### src/rtl/pong_pkg.sv
// Shared types and helpers for the pong frame renderer: FSM states, 3x5 digit font,
// glyph lookup, paddle clamp and score saturation.
`timescale 1ns/1ps
package pong_pkg;

    typedef enum logic {IDLE, EMIT} state_t;

    // Coordinate helpers work on a wide type so any CW fits; callers truncate back.
    localparam int CRD_W = 16;
    typedef logic [CRD_W-1:0] crd_t;

    // Each entry packs the five glyph rows top-to-bottom, row 0 in bits [14:12].
    localparam logic [14:0] FONT [10] = '{
        15'b111_101_101_101_111,
        15'b010_010_010_010_010,
        15'b111_001_111_100_111,
        15'b111_001_111_001_111,
        15'b101_101_111_001_001,
        15'b111_100_111_001_111,
        15'b111_100_111_101_111,
        15'b111_001_001_001_001,
        15'b111_101_111_101_111,
        15'b111_101_111_001_111
    };

    function automatic logic [2:0] glyph_row(input logic [3:0] digit, input logic [2:0] r);
        logic [14:0] g;
        g = (digit <= 4'd9) ? FONT[digit] : 15'd0;
        case (r)
            3'd0:    glyph_row = g[14:12];
            3'd1:    glyph_row = g[11:9];
            3'd2:    glyph_row = g[8:6];
            3'd3:    glyph_row = g[5:3];
            3'd4:    glyph_row = g[2:0];
            default: glyph_row = 3'b000;
        endcase
    endfunction

    function automatic crd_t clamp_coord(input crd_t v, input crd_t lo, input crd_t hi);
        if (v < lo)
            clamp_coord = lo;
        else if (v > hi)
            clamp_coord = hi;
        else
            clamp_coord = v;
    endfunction

    function automatic logic [3:0] sat_score(input logic [3:0] s);
        sat_score = (s > 4'd9) ? 4'd9 : s;
    endfunction

endpackage

### src/rtl/pong_frame_renderer_row_composer.sv
// Combinational row composer: ORs ball, paddles, dashed midline and score glyphs
// for one row. Optional full-width border rows under PONG_FRAME_BORDER_EN.
`timescale 1ns/1ps
module pong_row_composer
    import pong_pkg::*;
#(
    parameter int W           = 64,
    parameter int H           = 64,
    parameter int CW          = 6,
    parameter int PAD_H       = 6,
    parameter int PAD_W       = 2,
    parameter int MID_X       = 30,
    parameter int DASH_ON     = 2,
    parameter int DASH_PERIOD = 3,
    parameter int SC1_X       = 14,
    parameter int SC2_X       = 46,
    parameter int SC_Y        = 1
) (
    input  logic [CW-1:0] i_row,
    input  logic [CW-1:0] i_bx,
    input  logic [CW-1:0] i_by,
    input  logic [CW-1:0] i_p1y,
    input  logic [CW-1:0] i_p2y,
    input  logic [3:0]    i_sc1,
    input  logic [3:0]    i_sc2,
    output logic [W-1:0]  o_row_data
);

    // Two guard bits keep paddle-bottom sums from wrapping.
    localparam int AW = CW + 2;

    logic [AW-1:0] w_row_x;
    logic          w_ball_row;
    logic          w_p1_row;
    logic          w_p2_row;
    logic          w_mid;
    logic          w_sc_row;
    logic [2:0]    w_glyph_r;
    logic [2:0]    w_g1;
    logic [2:0]    w_g2;
    logic          w_border;

    assign w_row_x    = {2'b00, i_row};
    assign w_ball_row = (i_by == i_row) && ({2'b00, i_bx} < AW'(W)) && ({2'b00, i_by} < AW'(H));
    assign w_p1_row   = (w_row_x >= {2'b00, i_p1y}) && (w_row_x < ({2'b00, i_p1y} + AW'(PAD_H)));
    assign w_p2_row   = (w_row_x >= {2'b00, i_p2y}) && (w_row_x < ({2'b00, i_p2y} + AW'(PAD_H)));
    assign w_mid      = (i_row % CW'(DASH_PERIOD)) < CW'(DASH_ON);
    assign w_sc_row   = (w_row_x >= AW'(SC_Y)) && (w_row_x < AW'(SC_Y + 5));
    assign w_glyph_r  = 3'(w_row_x - AW'(SC_Y));
    assign w_g1       = glyph_row(i_sc1, w_glyph_r);
    assign w_g2       = glyph_row(i_sc2, w_glyph_r);

`ifdef PONG_FRAME_BORDER_EN
    assign w_border = (i_row == '0) || (i_row == CW'(H - 1));
`else
    assign w_border = 1'b0;
`endif

    // One generated slice per column; only in-matrix columns exist, so clipping is implicit.
    for (genvar gi = 0; gi < W; gi++) begin : g_col
        localparam logic [CW-1:0] COL = CW'(gi);
        localparam bit IS_P1  = (gi < PAD_W);
        localparam bit IS_P2  = (gi >= W - PAD_W);
        localparam bit IS_MID = (gi == MID_X) || (gi == MID_X + 1);

        logic w_s1;
        logic w_s2;

        if (gi >= SC1_X && gi < SC1_X + 3) begin : g_s1
            assign w_s1 = w_sc_row && w_g1[2 - (gi - SC1_X)];
        end else begin : g_no_s1
            assign w_s1 = 1'b0;
        end

        if (gi >= SC2_X && gi < SC2_X + 3) begin : g_s2
            assign w_s2 = w_sc_row && w_g2[2 - (gi - SC2_X)];
        end else begin : g_no_s2
            assign w_s2 = 1'b0;
        end

        assign o_row_data[gi] = (w_ball_row && (i_bx == COL))
                              || (IS_P1 && w_p1_row)
                              || (IS_P2 && w_p2_row)
                              || (IS_MID && w_mid)
                              || w_s1 || w_s2 || w_border;
    end

endmodule

### src/rtl/pong_frame_renderer.sv
// Pong frame renderer: snapshots game state on frame_start and streams W x H rows
// over valid/ready. Border rows optional via PONG_FRAME_BORDER_EN.
`timescale 1ns/1ps
module pong_frame_renderer
    import pong_pkg::*;
#(
    parameter int W           = 64,
    parameter int H           = 64,
    parameter int CW          = 6,
    parameter int PAD_H       = 6,
    parameter int PAD_W       = 2,
    parameter int PAD_YMIN    = 5,
    parameter int PAD_YMAX    = 58,
    parameter int MID_X       = 30,
    parameter int DASH_ON     = 2,
    parameter int DASH_PERIOD = 3,
    parameter int SC1_X       = 14,
    parameter int SC2_X       = 46,
    parameter int SC_Y        = 1
) (
    input  logic          clk,
    input  logic          rst,
    input  logic          frame_start,
    input  logic [CW-1:0] bx,
    input  logic [CW-1:0] by,
    input  logic [CW-1:0] p1y,
    input  logic [CW-1:0] p2y,
    input  logic [3:0]    sc1,
    input  logic [3:0]    sc2,
    output logic          row_valid,
    input  logic          row_ready,
    output logic [CW-1:0] row_addr,
    output logic [W-1:0]  row_data,
    output logic          frame_busy,
    output logic          frame_done,
    output logic          frame_drop
);

    localparam logic [CW-1:0] LAST_ROW = CW'(H - 1);

    state_t        r_state;
    logic [CW-1:0] r_bx, r_by, r_p1y, r_p2y;
    logic [3:0]    r_sc1, r_sc2;
    logic [CW-1:0] r_row_addr;
    logic [W-1:0]  r_row_data;
    logic          r_valid, r_busy, r_done, r_drop;

    logic [CW-1:0] w_p1c, w_p2c;
    logic [3:0]    w_sc1s, w_sc2s;
    logic          w_live;
    logic          w_xfer;
    logic [CW-1:0] w_c_row, w_c_bx, w_c_by, w_c_p1y, w_c_p2y;
    logic [3:0]    w_c_sc1, w_c_sc2;
    logic [W-1:0]  w_comp_row;

    assign w_p1c  = CW'(clamp_coord(CRD_W'(p1y), CRD_W'(PAD_YMIN), CRD_W'(PAD_YMAX)));
    assign w_p2c  = CW'(clamp_coord(CRD_W'(p2y), CRD_W'(PAD_YMIN), CRD_W'(PAD_YMAX)));
    assign w_sc1s = sat_score(sc1);
    assign w_sc2s = sat_score(sc2);

    // In IDLE the composer sees the live (clamped) inputs so row 0 is ready one cycle
    // after frame_start; in EMIT it sees the snapshot and the row after the current one.
    assign w_live  = (r_state == IDLE);
    assign w_xfer  = r_valid && row_ready;
    assign w_c_row = w_live ? '0     : r_row_addr + CW'(1);
    assign w_c_bx  = w_live ? bx     : r_bx;
    assign w_c_by  = w_live ? by     : r_by;
    assign w_c_p1y = w_live ? w_p1c  : r_p1y;
    assign w_c_p2y = w_live ? w_p2c  : r_p2y;
    assign w_c_sc1 = w_live ? w_sc1s : r_sc1;
    assign w_c_sc2 = w_live ? w_sc2s : r_sc2;

    pong_row_composer #(
        .W           (W),
        .H           (H),
        .CW          (CW),
        .PAD_H       (PAD_H),
        .PAD_W       (PAD_W),
        .MID_X       (MID_X),
        .DASH_ON     (DASH_ON),
        .DASH_PERIOD (DASH_PERIOD),
        .SC1_X       (SC1_X),
        .SC2_X       (SC2_X),
        .SC_Y        (SC_Y)
    ) u_composer (
        .i_row      (w_c_row),
        .i_bx       (w_c_bx),
        .i_by       (w_c_by),
        .i_p1y      (w_c_p1y),
        .i_p2y      (w_c_p2y),
        .i_sc1      (w_c_sc1),
        .i_sc2      (w_c_sc2),
        .o_row_data (w_comp_row)
    );

    always_ff @(posedge clk) begin
        if (rst) begin
            r_state    <= IDLE;
            r_bx       <= '0;
            r_by       <= '0;
            r_p1y      <= '0;
            r_p2y      <= '0;
            r_sc1      <= '0;
            r_sc2      <= '0;
            r_row_addr <= '0;
            r_row_data <= '0;
            r_valid    <= 1'b0;
            r_busy     <= 1'b0;
            r_done     <= 1'b0;
            r_drop     <= 1'b0;
        end else begin
            r_done <= 1'b0;
            case (r_state)
                IDLE: begin
                    if (frame_start) begin
                        r_bx       <= bx;
                        r_by       <= by;
                        r_p1y      <= w_p1c;
                        r_p2y      <= w_p2c;
                        r_sc1      <= w_sc1s;
                        r_sc2      <= w_sc2s;
                        r_row_addr <= '0;
                        r_row_data <= w_comp_row;
                        r_valid    <= 1'b1;
                        r_busy     <= 1'b1;
                        r_state    <= EMIT;
                    end
                end
                EMIT: begin
                    if (frame_start)
                        r_drop <= 1'b1;
                    if (w_xfer) begin
                        if (r_row_addr == LAST_ROW) begin
                            r_valid <= 1'b0;
                            r_busy  <= 1'b0;
                            r_done  <= 1'b1;
                            r_state <= IDLE;
                        end else begin
                            r_row_addr <= w_c_row;
                            r_row_data <= w_comp_row;
                        end
                    end
                end
                default: r_state <= IDLE;
            endcase
        end
    end

    assign row_valid  = r_valid;
    assign row_addr   = r_row_addr;
    assign row_data   = r_row_data;
    assign frame_busy = r_busy;
    assign frame_done = r_done;
    assign frame_drop = r_drop;

endmodule

### config.mk
export PLATFORM = sky130hd
export DESIGN_NAME = pong_frame_renderer
export DESIGN_NICKNAME = d
export VERILOG_FILES = /design/src/rtl/pong_pkg.sv /design/src/rtl/pong_frame_renderer_row_composer.sv /design/src/rtl/pong_frame_renderer.sv
export SDC_FILE = /design/constraint.sdc
export NUM_CORES = 1
export LEC_CHECK = 0
export ABC_CLOCK_PERIOD_IN_PS = 4050
export BUFFER_PORTS_ARGS = -buffer_cell sky130_fd_sc_hd__buf_2
export CAP_MARGIN = 0
export CORE_MARGIN = 1
export CORE_UTILIZATION = 52
export CTS_CLUSTER_DIAMETER = 80
export DETAILED_ROUTE_END_ITERATION = 12
export PLACE_DENSITY = 0.74
export SLEW_MARGIN = 20
export SYNTH_ARGS = -nofsm -noshare
export SYNTH_HDL_FRONTEND = slang
export SYNTH_HIERARCHICAL = 1
export SYNTH_SLANG_ARGS = --single-unit
### constraint.sdc
create_clock -name clk -period 4.05 [get_ports clk]
set_input_delay 0.405 -clock clk [delete_from_list [all_inputs] [get_ports clk]]
set_output_delay 0.405 -clock clk [all_outputs]
set_load 0.02 [all_outputs]
==> impl_summary.log, run 1 <==
INFO  metric drcViolationCount = 0
INFO  metric final-hold-violation-count = 0
INFO  metric critical_path.cell_chain = ha_2, and3_4, xor2_1, and2_4, buf_4, nand2b_4, o211a_1, a21oi_4, ha_4, inv_1, o31a_1, mux2_2, ha_1, nor2b_2, a31oi_1, a21oi_1, o311ai_2, o21ai_0, o21ai_0, a21oi_1
INFO  metric dp.final_hpwl = about 12,000 um
INFO  metric fp.dieArea = roughly 0.013 mm2
INFO  metric ctsHtreeMaxLevel = 3
INFO  metric syn-instance-count = between 900 and 1k
INFO  metric worst-path-buf-inv = 2
INFO  metric critPathLaunchType = flip-flop
INFO  metric cts_setup_buffers = 0
INFO  metric postLayoutCoreUtil = 61.11%
INFO  metric io-pin-count = 110
INFO  metric final_nets = around 1.1k
INFO  metric ctsRootBufferMaster = sky130_fd_sc_hd__clkbuf_16
INFO  metric clock-sinks = ~110
INFO  metric diodes = 0
INFO  metric clockBufferDepth = 2
INFO  metric cts_tree = built
INFO  metric async_flop_share = 0%
INFO  metric synth.yosys.warnings = 6
INFO  metric post_route_cells_drive_above_1_share = between 20% and 30%
INFO  metric pin_count_of_the_biggest_net_entering_global_routing = 82
INFO  metric power.ir.vdd_worst = between 0.15 and 0.2 mV
INFO  metric placementRows = just over 40
INFO  metric initial_antenna_violation_count = 0
INFO  metric critPathRequiredTime = roughly 4300 ps
INFO  metric share_of_the_synthesized_area_in_compound_gates_ao_oa_aoi_oai = 25.60%
INFO  metric synth_top_family_by_area = compound AO/OA/AOI/OAI gates
INFO  metric number_of_enable_flip_flop_cells_after_synthesis = 0
INFO  metric wirelength = 17,930 um
INFO  metric fmax = between 200 and 300 MHz
INFO  metric fin_tns_setup = 0 ps
INFO  metric pwr_density_cell = between 300 and 400 mW/mm2
INFO  metric synth.yosys.seq_area_share = around a third
INFO  metric critical-path-slowest-cell = sky130_fd_sc_hd__dfxtp_2
INFO  metric crit_family = compound AO/OA/AOI/OAI gates
INFO  metric setup_repair_after_global_routing_missed_its_margin = false
INFO  metric cap_violations = 0
INFO  metric post_drt_via_cell_ratio = 5.763
INFO  metric type_of_element_capturing_the_critical_path = flip-flop
INFO  metric ys_ff_latch = 106
INFO  metric slew_headroom = 35.66%
INFO  metric final_antenna_net_count = 0
INFO  metric synthesized_nets = about 980
INFO  metric worst_slew_pin_slew = about 970 ps
INFO  metric fp.coreArea = 0.01257 mm2
INFO  metric drtPass1Iterations = 5
INFO  metric final-max-slew-violation-count = 0
INFO  metric data_arrival_time_of_the_critical_path = approximately 4000 ps
INFO  metric synth.cell_area = around 0.0067 mm2
INFO  metric first_global_vias = just under 6k
INFO  metric finalSetupViolCount = 0
INFO  metric fin_skew = ~6.3 ps
INFO  metric cts_hold_buffers_added = 0
INFO  metric insertion_delay = roughly 360 ps
INFO  metric share_of_the_cycle_needed_by_the_critical_path_after_routing = 93.23%
INFO  metric start_util = between 50% and 60%
INFO  metric first_pass_grt_wire_length = slightly below 30,000 um
INFO  metric period_minus_slack = around 3800 ps
INFO  metric synth-adder-area-share = about 7%
INFO  metric avgRoutedWirePerCell = approximately 16 um
INFO  metric placement.io_buffers = ~110
INFO  metric cp_slowest_stage_delay = roughly 360 ps
INFO  metric detailroute.via_count = between 6k and 7k
INFO  metric area_growth_syn_to_layout = 14.77%
INFO  metric layout.filler_cells = roughly 1.1k
INFO  metric power.leakage = 3.114 nW
INFO  metric post_synth_xor_area_fraction = 2.356%
INFO  metric dieHeight = between 100 and 150 um
INFO  metric tritoncts.num_buffers = 9
INFO  metric critPathKind = reg2reg
INFO  metric post_synth_and_or_nand_nor_area_fraction = 22.83%
INFO  metric grt.total_usage = 27.44%
INFO  metric die_x = about 120 um
INFO  metric min-delay-path-class = in2reg
INFO  metric outcome = finished, final reports clean
INFO  metric globalRouteOverflowTotal = 0
INFO  metric gp_congestion = between 0.9 and 1
INFO  metric netlist_cell_types = between 60 and 70
INFO  metric synthesis.area_per_instance = 7.410 um2
INFO  metric synth_ff_type = sky130_fd_sc_hd__dfxtp_1
INFO  metric worst_setup_hold_path_clk_slew = 70 ps
INFO  metric crit_fanout = 6
INFO  metric synth.mux.area_fraction = 3.684%
INFO  metric drt_first_iter_violations = between 500 and 600
-- stage by stage --
stage | hold slack, ps | setup WS, ps | total power (W) | area [um2] | std cells
2_1_floorplan | 432.9 | 105.0 | 0.001399 | 6691 | 903
3_3_place_gp | 438.6 | 104.8 | 0.001504 | 7345 | 1138
3_5_place_dp | 442.8 | 22.15 | 0.001508 | 7345 | 1138
4_1_cts | 284.8 | 51.98 | 0.002367 | 7636 | 1154
5_1_grt | 298.1 | 50.29 | 0.002462 | 7680 | 1154
6_report | 289.0 | 274.1 | 0.002362 | 7680 | 1154
-- metal layers --
layer / wire (um) / part of all wire (%) / GRT usage [%]
met5: 0 / 0 / 0
met3: 1181 / 6.6 / 5.282
met4: 327 / 1.8 / 9.957
met2: 7878 / 44 / 40.92
met1: 8545 / 48 / 39.19
-- where the power goes --
| group | leakage [nW] | total, W | switching (W) | internal (W) |
|---|---|---|---|---|
| combinational | 2.11 | 0.000411 | 0.000268 | 0.000143 |
| sequential | 0.862 | 0.00108 | 0.0000134 | 0.00107 |
| clock | 0.140 | 0.000870 | 0.000413 | 0.000457 |
| total | 3.11 | 0.00236 | 0.000694 | 0.00167 |
-- worst register-to-register path: stages, from the launching register on --
cell                       delay, ps
sky130_fd_sc_hd__dfxtp_2         360
sky130_fd_sc_hd__ha_2            190
sky130_fd_sc_hd__and3_4          230
sky130_fd_sc_hd__xor2_1          180
sky130_fd_sc_hd__and2_4          220
sky130_fd_sc_hd__buf_4           160
sky130_fd_sc_hd__nand2b_4         60
sky130_fd_sc_hd__o211a_1         230
sky130_fd_sc_hd__a21oi_4         150
sky130_fd_sc_hd__ha_4            180
sky130_fd_sc_hd__inv_1            60
sky130_fd_sc_hd__o31a_1          110
sky130_fd_sc_hd__mux2_2          270
sky130_fd_sc_hd__ha_1            230
sky130_fd_sc_hd__nor2b_2         190
sky130_fd_sc_hd__a31oi_1         180
sky130_fd_sc_hd__a21oi_1          70
sky130_fd_sc_hd__o311ai_2        280
sky130_fd_sc_hd__o21ai_0         120
sky130_fd_sc_hd__o21ai_0         100
sky130_fd_sc_hd__a21oi_1          90
-- final cells by class --
type                    instances  area (um2)  share of cell area [%]
clock buffers                  12       256.5                   3.340
repair buffers                136       773.2                   10.07
clock inverters                 4       33.78                  0.4399
flip-flops and latches        106        2127                   27.70
inverters                      26       97.59                   1.271
well taps                     172       215.2                   2.802
multi-input cells             698        4177                   54.38
-- cells in the mapped netlist, drive strengths merged (3+ instances only) --
cell | n | area share [%]
a21oi | 134 | 10
and2 | 4 | 0.37
clkbuf | 39 | 2.2
buf | 34 | 3.0
o22ai | 7 | 0.65
nand3b | 4 | 0.64
o21ai | 115 | 8.6
a211oi | 6 | 0.82
a22oi | 3 | 0.34
ha | 38 | 7.1
mux2 | 21 | 3.5
xnor2 | 10 | 1.3
nand3 | 86 | 6.5
nor2 | 76 | 4.3
nor3 | 18 | 1.7
dfxtp | 106 | 32
nand4 | 3 | 0.28
inv | 26 | 1.5
nor2b | 15 | 1.4
nand2b | 21 | 2.1
and3 | 3 | 0.36
nand2 | 84 | 4.7
o21a | 3 | 0.34
xor2 | 8 | 1.0
-- registers in the layout (all words and copies together) (netlist names) --
signal and cells:
r_by 6, r_bx 6, row_data 64, frame_done 1
r_p1y 6, frame_drop 1, r_sc1 4, row_addr 6
frame_busy 1, r_p2y 6, r_sc2 4, r_state 1
-- layout by cell type (no fill, tap or decap), drive strengths merged, types with 3 or more instances in the layout --
cell    instances
a22oi           3
and3            3
xor2            8
a211oi          6
mux2           21
nor2           76
nand3          86
ha             38
nor3           18
clkbuf         12
nand2b         21
and2            4
a21oi         134
o22ai           7
xnor2          10
inv            28
nand4           3
buf           136
o21ai         115
o21a            3
nor2b          15
nand2          84
nand3b          4
dfxtp         106
-- cell families after synthesis --
family,after synthesis
buffers and inverters,99
AOI/OAI and AO/OA,301
adders and majority gates,38
muxes,22
xor gates and xnor gates,18
and+or+nand+nor,319
DFF,106
-- timing repair --
| item | CTS | global route |
|---|---|---|
| hold endpoints to repair | 0 | 0 |
| resized for setup | 1 | 13 |
| setup endpoints to repair | 2 | 2 |
-- final timing paths --
check                                start                   endpoint  slack, ps  cells past startpoint
setup / recovery  row_addr[1]$_SDFFE_PP0P_  row_data[31]$_SDFFE_PP0P_        270                     20
hold / removal                       by[4]       r_by[4]$_SDFFE_PP0P_        290                      3
setup reg to reg  row_addr[1]$_SDFFE_PP0P_  row_data[31]$_SDFFE_PP0P_        270                     20
hold reg to reg      r_p2y[3]$_SDFFE_PP0P_      r_p2y[3]$_SDFFE_PP0P_        450                      2
Note: power is estimated with default switching activity, not from simulation.
==> inputs of run 2 (changes only) <==
Settings changed: ABC_AREA set to 1, PLACE_DENSITY 0.74 to 0.75.
==> run 2 against run 1 <==
Effect of this change:
- flip-flop and latch count unchanged
- register-to-register slack better by 340 ps
- sequential share of layout area up 0.94 points
- largest cell class unchanged
==> impl_summary.log, run 2 <==
INFO  metric outcome = finished, final reports clean (unchanged)
INFO  metric critPathKind = reg2reg (unchanged)
INFO  metric slew_headroom = 32.54% (was 35.66%)
INFO  metric ys_ff_latch = 106 (unchanged)
INFO  metric cts_setup_buffers = 0 (unchanged)
INFO  metric worst_setup_path_startpoint = row_addr[0]$_SDFFE_PP0P_ (was row_addr[1]$_SDFFE_PP0P_)
INFO  metric stdcell_count = 1,256 (was 1,154)
INFO  metric first_pass_grt_wire_length = 28,690 um (was 29,060 um)
INFO  metric finalSetupViolCount = 0 (unchanged)
INFO  metric placement.io_buffers = 109 (unchanged)
INFO  metric netlist_cell_types = 45 (was 67)
INFO  metric area_growth_syn_to_layout = 14.08% (was 14.77%)
INFO  metric syn-instance-count = 999 (was 903)
INFO  metric share_of_the_cycle_needed_by_the_critical_path_after_routing = 84.78% (was 93.23%)
INFO  metric crit_fanout = 9 (was 6)
INFO  metric data_arrival_time_of_the_critical_path = 3730 ps (was 4010 ps)
INFO  metric synthesized_nets = 1,073 (was 977)
INFO  metric synth_ff_type = sky130_fd_sc_hd__dfxtp_1 (unchanged)
INFO  metric async_flop_share = 0% (unchanged)
INFO  metric final_nets = 1,157 (was 1,051)
INFO  metric pwr_density_cell = 370.7 mW/mm2 (was 307.6 mW/mm2)
INFO  metric fmax = 291.3 MHz (was 264.8 MHz)
INFO  metric type_of_element_capturing_the_critical_path = flip-flop (unchanged)
INFO  metric initial_antenna_violation_count = 0 (unchanged)
INFO  metric fin_skew = 7.867 ps (was 6.331 ps)
INFO  metric gp_congestion = 0.9544 (was 0.9444)
INFO  metric synth_top_cells_by_count = sky130_fd_sc_hd__nor2_1 (259), sky130_fd_sc_hd__o21ai_0 (129), sky130_fd_sc_hd__nand2_1 (118) (was sky130_fd_sc_hd__a21oi_1 (133), sky130_fd_sc_hd__o21ai_0 (112), sky130_fd_sc_hd__dfxtp_1 (106))
INFO  metric placementRows = 40 (was 41)
INFO  metric post_route_cells_drive_above_1_share = 15.63% (was 20.57%)
INFO  metric fp.dieArea = 0.01294 mm2 (was 0.01333 mm2)
INFO  metric finalWorstSetupSlack = 616.6 ps (was 274.1 ps)
INFO  metric fp.coreArea = 0.01211 mm2 (was 0.01257 mm2)
INFO  metric min-delay-path-class = in2reg (unchanged)
INFO  metric pin_count_of_the_biggest_net_entering_global_routing = 71 (was 82)
INFO  metric layout.filler_cells = 1,217 (was 1,129)
INFO  metric power.leakage = 3.663 nW (was 3.114 nW)
INFO  metric synthesis.area_per_instance = 6.501 um2 (was 7.410 um2)
INFO  metric ctsHtreeMaxLevel = 3 (unchanged)
INFO  metric tritoncts.num_buffers = 9 (unchanged)
INFO  metric worst_setup_hold_path_clk_slew = 80 ps (was 70 ps)
INFO  metric synth.cell_area = 0.006495 mm2 (was 0.006691 mm2)
INFO  metric power.ir.vdd_worst = 0.2993 mV (was 0.1796 mV)
INFO  metric worst_slew_pin_slew = 1012 ps (was 965.1 ps)
INFO  metric post-place-ws = 659.3 ps (was 22.15 ps)
INFO  metric final_common_cell = sky130_fd_sc_hd__nor2_1 (was sky130_fd_sc_hd__a21oi_1)
INFO  metric period_minus_slack = 3433 ps (was 3776 ps)
INFO  metric clock-sinks = 106 (unchanged)
INFO  metric dp.final_hpwl = 12,450 um (was 12,270 um)
INFO  metric drcViolationCount = 0 (unchanged)
INFO  metric largest_register_ffs = 64 (unchanged)
INFO  metric total_power = 0.002747 W (was 0.002362 W)
INFO  metric most-common-layout-cells = sky130_fd_sc_hd__nor2_1 (259), sky130_fd_sc_hd__o21ai_0 (129), sky130_fd_sc_hd__nand2_1 (118) (was sky130_fd_sc_hd__a21oi_1 (132), sky130_fd_sc_hd__o21ai_0 (111), sky130_fd_sc_hd__buf_2 (109))
INFO  metric insertion_delay = 360 ps (about the same)
INFO  metric yosys.area.top_type = sky130_fd_sc_hd__dfxtp_1 (unchanged)
INFO  metric setup_repair_after_global_routing_missed_its_margin = false (unchanged)
INFO  metric synth.yosys.warnings = 6 (unchanged)
INFO  metric avgRoutedWirePerCell = 13.82 um (was 15.54 um)
INFO  metric drtPass1Iterations = 5 (unchanged)
INFO  metric io-pin-count = 110 (unchanged)
INFO  metric drt_first_iter_violations = 640 (was 508)
INFO  metric synth.yosys.seq_area_share = 32.67% (was 31.71%)
INFO  metric start_util = 53.63% (was 53.24%)
INFO  metric dieHeight = 113.8 um (was 115.4 um)
INFO  metric crit-reg2reg-launch = row_addr[0]$_SDFFE_PP0P_ (was row_addr[1]$_SDFFE_PP0P_)
INFO  metric first_global_vias = 5,862 (was 5,815)
INFO  metric globalRouteOverflowTotal = 0 (unchanged)
INFO  metric fin_tns_setup = 0 ps (unchanged)
INFO  metric fin_hold_ws = 320.1 ps (was 289.0 ps)
INFO  metric critPathLaunchType = flip-flop (unchanged)
INFO  metric clockBufferDepth = 2 (unchanged)
INFO  metric critPathRequiredTime = 4350 ps (was 4290 ps)
INFO  metric number_of_enable_flip_flop_cells_after_synthesis = 0 (unchanged)
INFO  metric final-hold-violation-count = 0 (unchanged)
INFO  metric final-max-slew-violation-count = 0 (unchanged)
INFO  metric cts_hold_buffers_added = 0 (unchanged)
INFO  metric final_antenna_net_count = 0 (unchanged)
INFO  metric min-delay-start = p1y[4] (was by[4])
INFO  metric placed_cells = 1,240 (was 1,138)
INFO  metric synth_top_area_share = 32.67% (was 31.71%)
INFO  metric grt.total_usage = 27.55% (was 27.44%)
INFO  metric die_x = 113.8 um (was 115.4 um)
INFO  metric detailroute.via_count = 6,580 (was 6,650)
INFO  metric wirelength = 17,350 um (was 17,930 um)
INFO  metric most_area_consuming_cells_after_synthesis = sky130_fd_sc_hd__dfxtp_1 (33%), sky130_fd_sc_hd__nor2_1 (15%), sky130_fd_sc_hd__o21ai_0 (9.9%) (was sky130_fd_sc_hd__dfxtp_1 (32%), sky130_fd_sc_hd__a21oi_1 (9.9%), sky130_fd_sc_hd__o21ai_0 (8.4%))
INFO  metric post-synth-top-count-cell = sky130_fd_sc_hd__nor2_1 (was sky130_fd_sc_hd__a21oi_1)
INFO  metric cts_tree = built (unchanged)
INFO  metric ctsRootBufferMaster = sky130_fd_sc_hd__clkbuf_16 (unchanged)
INFO  metric diodes = 0 (unchanged)
INFO  metric cap_violations = 0 (unchanged)
INFO  metric post_drt_via_cell_ratio = 5.239 (was 5.763)
INFO  metric cts_repair_resize_count = 0 (was 1)
[run 2: area by class of cell]
class	instances	area (um2)	area share (%)
clock buffer	9	225.2	3.040
clock inverter	7	92.59	1.250
inverter	124	467.9	6.315
multi-input combinational	724	3679	49.65
sequential	106	2122	28.64
tap	168	210.2	2.837
timing repair buffer	118	613.1	8.274
[run 2: logic make-up (layout without fill, tap and decap cells)]
group                      count (synthesis)  in the layout  share of synthesized area, %
and+or+nand+nor                          451            451                         29.20
xor gates and xnor gates                   5              5                        0.6742
AOI/OAI and AO/OA                        230            230                         19.44
buffers and inverters                    169            258                         10.69
DFF                                      106            106                         32.67
adders and majority gates                 38             38                         7.320
[run 2: worst max-delay path: stages, from the launching register on]
cell	delay [ps]
sky130_fd_sc_hd__dfxtp_1	470
sky130_fd_sc_hd__ha_1	250
sky130_fd_sc_hd__nand3_2	130
sky130_fd_sc_hd__nand2_1	90
sky130_fd_sc_hd__nand3_1	100
sky130_fd_sc_hd__inv_1	320
sky130_fd_sc_hd__nand2_1	90
sky130_fd_sc_hd__o21ai_1	220
sky130_fd_sc_hd__inv_2	90
sky130_fd_sc_hd__nand3_2	100
sky130_fd_sc_hd__nand2_4	60
sky130_fd_sc_hd__ha_1	190
sky130_fd_sc_hd__inv_1	130
sky130_fd_sc_hd__nand3_1	140
sky130_fd_sc_hd__nand2_1	80
sky130_fd_sc_hd__nand2_1	70
sky130_fd_sc_hd__ha_1	300
sky130_fd_sc_hd__nand3_1	90
sky130_fd_sc_hd__nand2_1	50
sky130_fd_sc_hd__inv_1	60
sky130_fd_sc_hd__nand3_2	60
sky130_fd_sc_hd__o21ai_1	120
sky130_fd_sc_hd__nor2_1	60
sky130_fd_sc_hd__nor2_1	120
[run 2: metrics by stage]
step                      utilization, %  area [um2]
final                              61.18        7410
after global routing               61.18        7410
after CTS                          61.17        7408
after detailed placement           58.54        7091
after global placement             58.54        7091
after floorplan                        -        6495
[run 2: power by group]
part	switching [W]	leakage, nW	internal (W)
clock	0.000438	0.155	0.000496
combinational	0.000445	2.63	0.000207
sequential	0.0000398	0.874	0.00112
total	0.000923	3.66	0.00182
[run 2: worst paths after layout]
path	end	slack, ps	cells after the start
hold reg to reg	r_bx[4]$_SDFFE_PP0P_	450	2
hold / removal	r_p1y[4]$_SDFFE_PP0P_	320	3
setup / recovery	row_data[31]$_SDFFE_PP0P_	620	23
setup reg to reg	row_data[31]$_SDFFE_PP0P_	620	23
[run 2: metal layers]
| metal | share of wire, % | wire, um | vias up | track usage [%] |
|---|---|---|---|---|
| met1 | 51 | 8797 | 2936 | 41.27 |
| met5 | 0 | 0 | - | 0 |
| met3 | 6.6 | 1147 | 26 | 4.729 |
| met2 | 41 | 7085 | 220 | 39.92 |
| met4 | 1.9 | 322 | 0 | 8.333 |
| li1 | - | - | 3398 | - |
==> inputs of run 3 (changes only) <==
Settings changed: ABC_CLOCK_PERIOD_IN_PS 4050 to 2900.
Clock period 4.05 ns to 2.9 ns, I/O delays scaled along.
==> run 3 against run 2 <==
Effect of this change:
- sequential power up 40%
- count of clock-buffer cells in the layout unchanged
- routed wire length up 1.8%
- combinational power up 48%
- cell area up 5.4%
- utilization up 3.3 points
- clock skew about the same
- register-to-register slack worse by 490 ps
- largest cell class unchanged
==> impl_summary.log, run 3 (synthesized netlist as in run 2, its figures left out) <==
INFO  metric initial_antenna_violation_count = 0 (unchanged)
INFO  metric insertion_delay = 360 ps (about the same)
INFO  metric io-pin-count = 110 (unchanged)
INFO  metric most-common-layout-cells = sky130_fd_sc_hd__nor2_1 (256), sky130_fd_sc_hd__o21ai_0 (128), sky130_fd_sc_hd__nand2_1 (116) (was sky130_fd_sc_hd__nor2_1 (259), sky130_fd_sc_hd__o21ai_0 (129), sky130_fd_sc_hd__nand2_1 (118))
INFO  metric detailroute.via_count = 6,696 (was 6,580)
INFO  metric final_common_cell = sky130_fd_sc_hd__nor2_1 (unchanged)
INFO  metric layout.filler_cells = 1,131 (was 1,217)
INFO  metric cts_hold_buffers_added = 0 (unchanged)
INFO  metric drtPass1Iterations = 5 (unchanged)
INFO  metric pin_count_of_the_biggest_net_entering_global_routing = 71 (unchanged)
INFO  metric finalSetupViolCount = 0 (unchanged)
INFO  metric min-delay-path-class = in2reg (unchanged)
INFO  metric rr_worst_depth = 26 (was 23)
INFO  metric avgRoutedWirePerCell = 13.68 um (was 13.82 um)
INFO  metric slew_headroom = 28.59% (was 32.54%)
INFO  metric fin_hold_ws = 211.7 ps (was 320.1 ps)
INFO  metric whs_path_depth = 3 (unchanged)
INFO  metric cts_tree = built (unchanged)
INFO  metric wl_met3 = 1374 um (was 1147 um)
INFO  metric first_pass_grt_wire_length = 29,280 um (was 28,690 um)
INFO  metric final_antenna_net_count = 0 (unchanged)
INFO  metric post_route_cells_drive_above_1_share = 20.48% (was 15.63%)
INFO  metric critPathRequiredTime = 3190 ps (was 4350 ps)
INFO  metric post-place-ws = -36.34 ps (was 659.3 ps)
INFO  metric post_drt_via_cell_ratio = 5.187 (was 5.239)
INFO  metric placementRows = 40 (unchanged)
INFO  metric grt.total_usage = 28.21% (was 27.55%)
INFO  metric diodes = 0 (unchanged)
INFO  metric drt_first_iter_violations = 567 (was 640)
INFO  metric outcome = finished, final reports clean (unchanged)
INFO  metric power.ir.vdd_worst = 0.4853 mV (was 0.2993 mV)
INFO  metric dieHeight = 113.8 um (unchanged)
INFO  metric fin_skew = 7.377 ps (was 7.867 ps)
INFO  metric wirelength = 17,670 um (was 17,350 um)
INFO  metric tritoncts.num_buffers = 9 (unchanged)
INFO  metric first_global_vias = 6,099 (was 5,862)
INFO  metric start_util = 53.63% (unchanged)
INFO  metric final-hold-violation-count = 0 (unchanged)
INFO  metric total_power = 0.003877 W (was 0.002747 W)
INFO  metric final_nets = 1,192 (was 1,157)
INFO  metric fp.dieArea = 0.01294 mm2 (unchanged)
INFO  metric pwr_density_cell = 496.4 mW/mm2 (was 370.7 mW/mm2)
INFO  metric drcViolationCount = 0 (unchanged)
INFO  metric setup_slack_of_the_most_critical_reg_to_reg_path = 130 ps (was 620 ps)
INFO  metric dr.max_layer_used = met4 (unchanged)
INFO  metric die_x = 113.8 um (unchanged)
INFO  metric critPathLaunchType = flip-flop (unchanged)
INFO  metric postPlaceCellArea = 0.007284 mm2 (was 0.007091 mm2)
INFO  metric gp_congestion = 0.9367 (was 0.9544)
INFO  metric worst_setup_hold_path_clk_slew = 70 ps (was 80 ps)
INFO  metric largest_register_ffs = 64 (unchanged)
INFO  metric dp.final_hpwl = 12,500 um (was 12,450 um)
INFO  metric ctsHtreeMaxLevel = 3 (unchanged)
INFO  metric fp.coreArea = 0.01211 mm2 (unchanged)
INFO  metric globalRouteOverflowTotal = 0 (unchanged)
INFO  metric drt-met1-wl = 8706 um (was 8797 um)
INFO  metric finalWorstSetupSlack = 126.6 ps (was 616.6 ps)
INFO  metric worst_slew_pin_slew = 1070 ps (was 1012 ps)
INFO  metric area_growth_syn_to_layout = 20.25% (was 14.08%)
INFO  metric ctsRootBufferMaster = sky130_fd_sc_hd__clkbuf_16 (unchanged)
INFO  metric cap_violations = 0 (unchanged)
INFO  metric wl_met2 = 7349 um (was 7085 um)
INFO  metric clockBufferDepth = 2 (unchanged)
INFO  metric power.leakage = 3.845 nW (was 3.663 nW)
INFO  metric fmax = 360.6 MHz (was 291.3 MHz)
INFO  metric type_of_element_capturing_the_critical_path = flip-flop (unchanged)
INFO  metric data_arrival_time_of_the_critical_path = 3070 ps (was 3730 ps)
INFO  metric period_minus_slack = 2773 ps (was 3433 ps)
INFO  metric final-max-slew-violation-count = 0 (unchanged)
INFO  metric clock-sinks = 106 (unchanged)
INFO  metric share_of_the_cycle_needed_by_the_critical_path_after_routing = 95.63% (was 84.78%)
INFO  metric placement.io_buffers = 109 (unchanged)
INFO  metric finish.instance_area = 0.007810 mm2 (was 0.007410 mm2)
INFO  metric crit_fanout = 5 (was 9)
INFO  metric critPathKind = reg2reg (unchanged)
## run 3: changes by cell type in the layout (fill, tap and decap cells not counted), sizes merged
| cell | before | now |
|---|---|---|
| buf | 118 | 153 |
| clkinv | 5 | 2 |
| inv | 125 | 127 |
| clkinvlp | 0 | 1 |
## run 3: power by group
| group | switching, W | total, W | internal [W] |
|---|---|---|---|
| Combinational | 0.000637 | 0.000967 | 0.000330 |
| Sequential | 0.0000533 | 0.00162 | 0.00156 |
| Clock | 0.000606 | 0.00129 | 0.000688 |
| Total | 0.00130 | 0.00388 | 0.00258 |
## run 3: what timing repair did
action                     in CTS  in global routing
gates resized for setup         6                 24
setup endpoints to repair       2                 18
gates cloned                    0                  0
setup buffers                   1                 13
pin swaps                       0                 10
## run 3: worst paths after layout
kind,from,end
min reg2reg,r_bx[3]$_SDFFE_PP0P_,r_bx[3]$_SDFFE_PP0P_
min,p1y[4],r_p1y[4]$_SDFFE_PP0P_
max,row_addr[1]$_SDFFE_PP0P_,row_data[30]$_SDFFE_PP0P_
max reg2reg,row_addr[1]$_SDFFE_PP0P_,row_data[30]$_SDFFE_PP0P_
## run 3: critical path, cell delays in order (launching register included)
cell and delay (ps):
sky130_fd_sc_hd__dfxtp_4 370, sky130_fd_sc_hd__ha_4 170, sky130_fd_sc_hd__nand3_4 90, sky130_fd_sc_hd__inv_2 40, sky130_fd_sc_hd__nand2_1 60, sky130_fd_sc_hd__nand3_2 100, sky130_fd_sc_hd__inv_4 100, sky130_fd_sc_hd__inv_2 50
sky130_fd_sc_hd__nand2_1 50, sky130_fd_sc_hd__nand2_1 60, sky130_fd_sc_hd__nand2_2 80, sky130_fd_sc_hd__nand2_2 70, sky130_fd_sc_hd__nand3_2 90, sky130_fd_sc_hd__nand2_4 70, sky130_fd_sc_hd__ha_4 160, sky130_fd_sc_hd__inv_2 70
sky130_fd_sc_hd__buf_6 100, sky130_fd_sc_hd__nand4_1 80, sky130_fd_sc_hd__nand2_2 120, sky130_fd_sc_hd__ha_4 200, sky130_fd_sc_hd__nand3_1 80, sky130_fd_sc_hd__nand2_1 50, sky130_fd_sc_hd__inv_1 60, sky130_fd_sc_hd__nand3_2 80
sky130_fd_sc_hd__o21ai_1 150, sky130_fd_sc_hd__nor2_1 60, sky130_fd_sc_hd__nor2_1 110
## run 3: area by class of cell
type / count / area, um2 / area share (%)
Timing Repair Buffer: 153 / 912.1 / 11.68
Clock inverter: 7 / 82.58 / 1.057
Sequential cell: 106 / 2140 / 27.40
Inverter: 124 / 469.2 / 6.008
Multi-Input combinational cell: 724 / 3771 / 48.29
Clock buffer: 9 / 225.2 / 2.884
Tap cell: 168 / 210.2 / 2.691
## run 3: metrics by stage
stage | utilization [%] | std cells | TNS (ps)
after global routing | 64.48 | 1291 | -46.43
final | 64.48 | 1291 | 0
after global placement | 60.14 | 1261 | 0
after detailed placement | 60.14 | 1261 | -67.37
after CTS | 62.91 | 1278 | 0
after floorplan | - | 999 | 0
## run 3: routing by layer
metal | up-vias | global-route usage [%]
li1 | 3461 | -
met1 | 2976 | 41.95
met2 | 242 | 39.63
met3 | 17 | 6.961
met4 | 0 | 8.596
met5 | - | 0
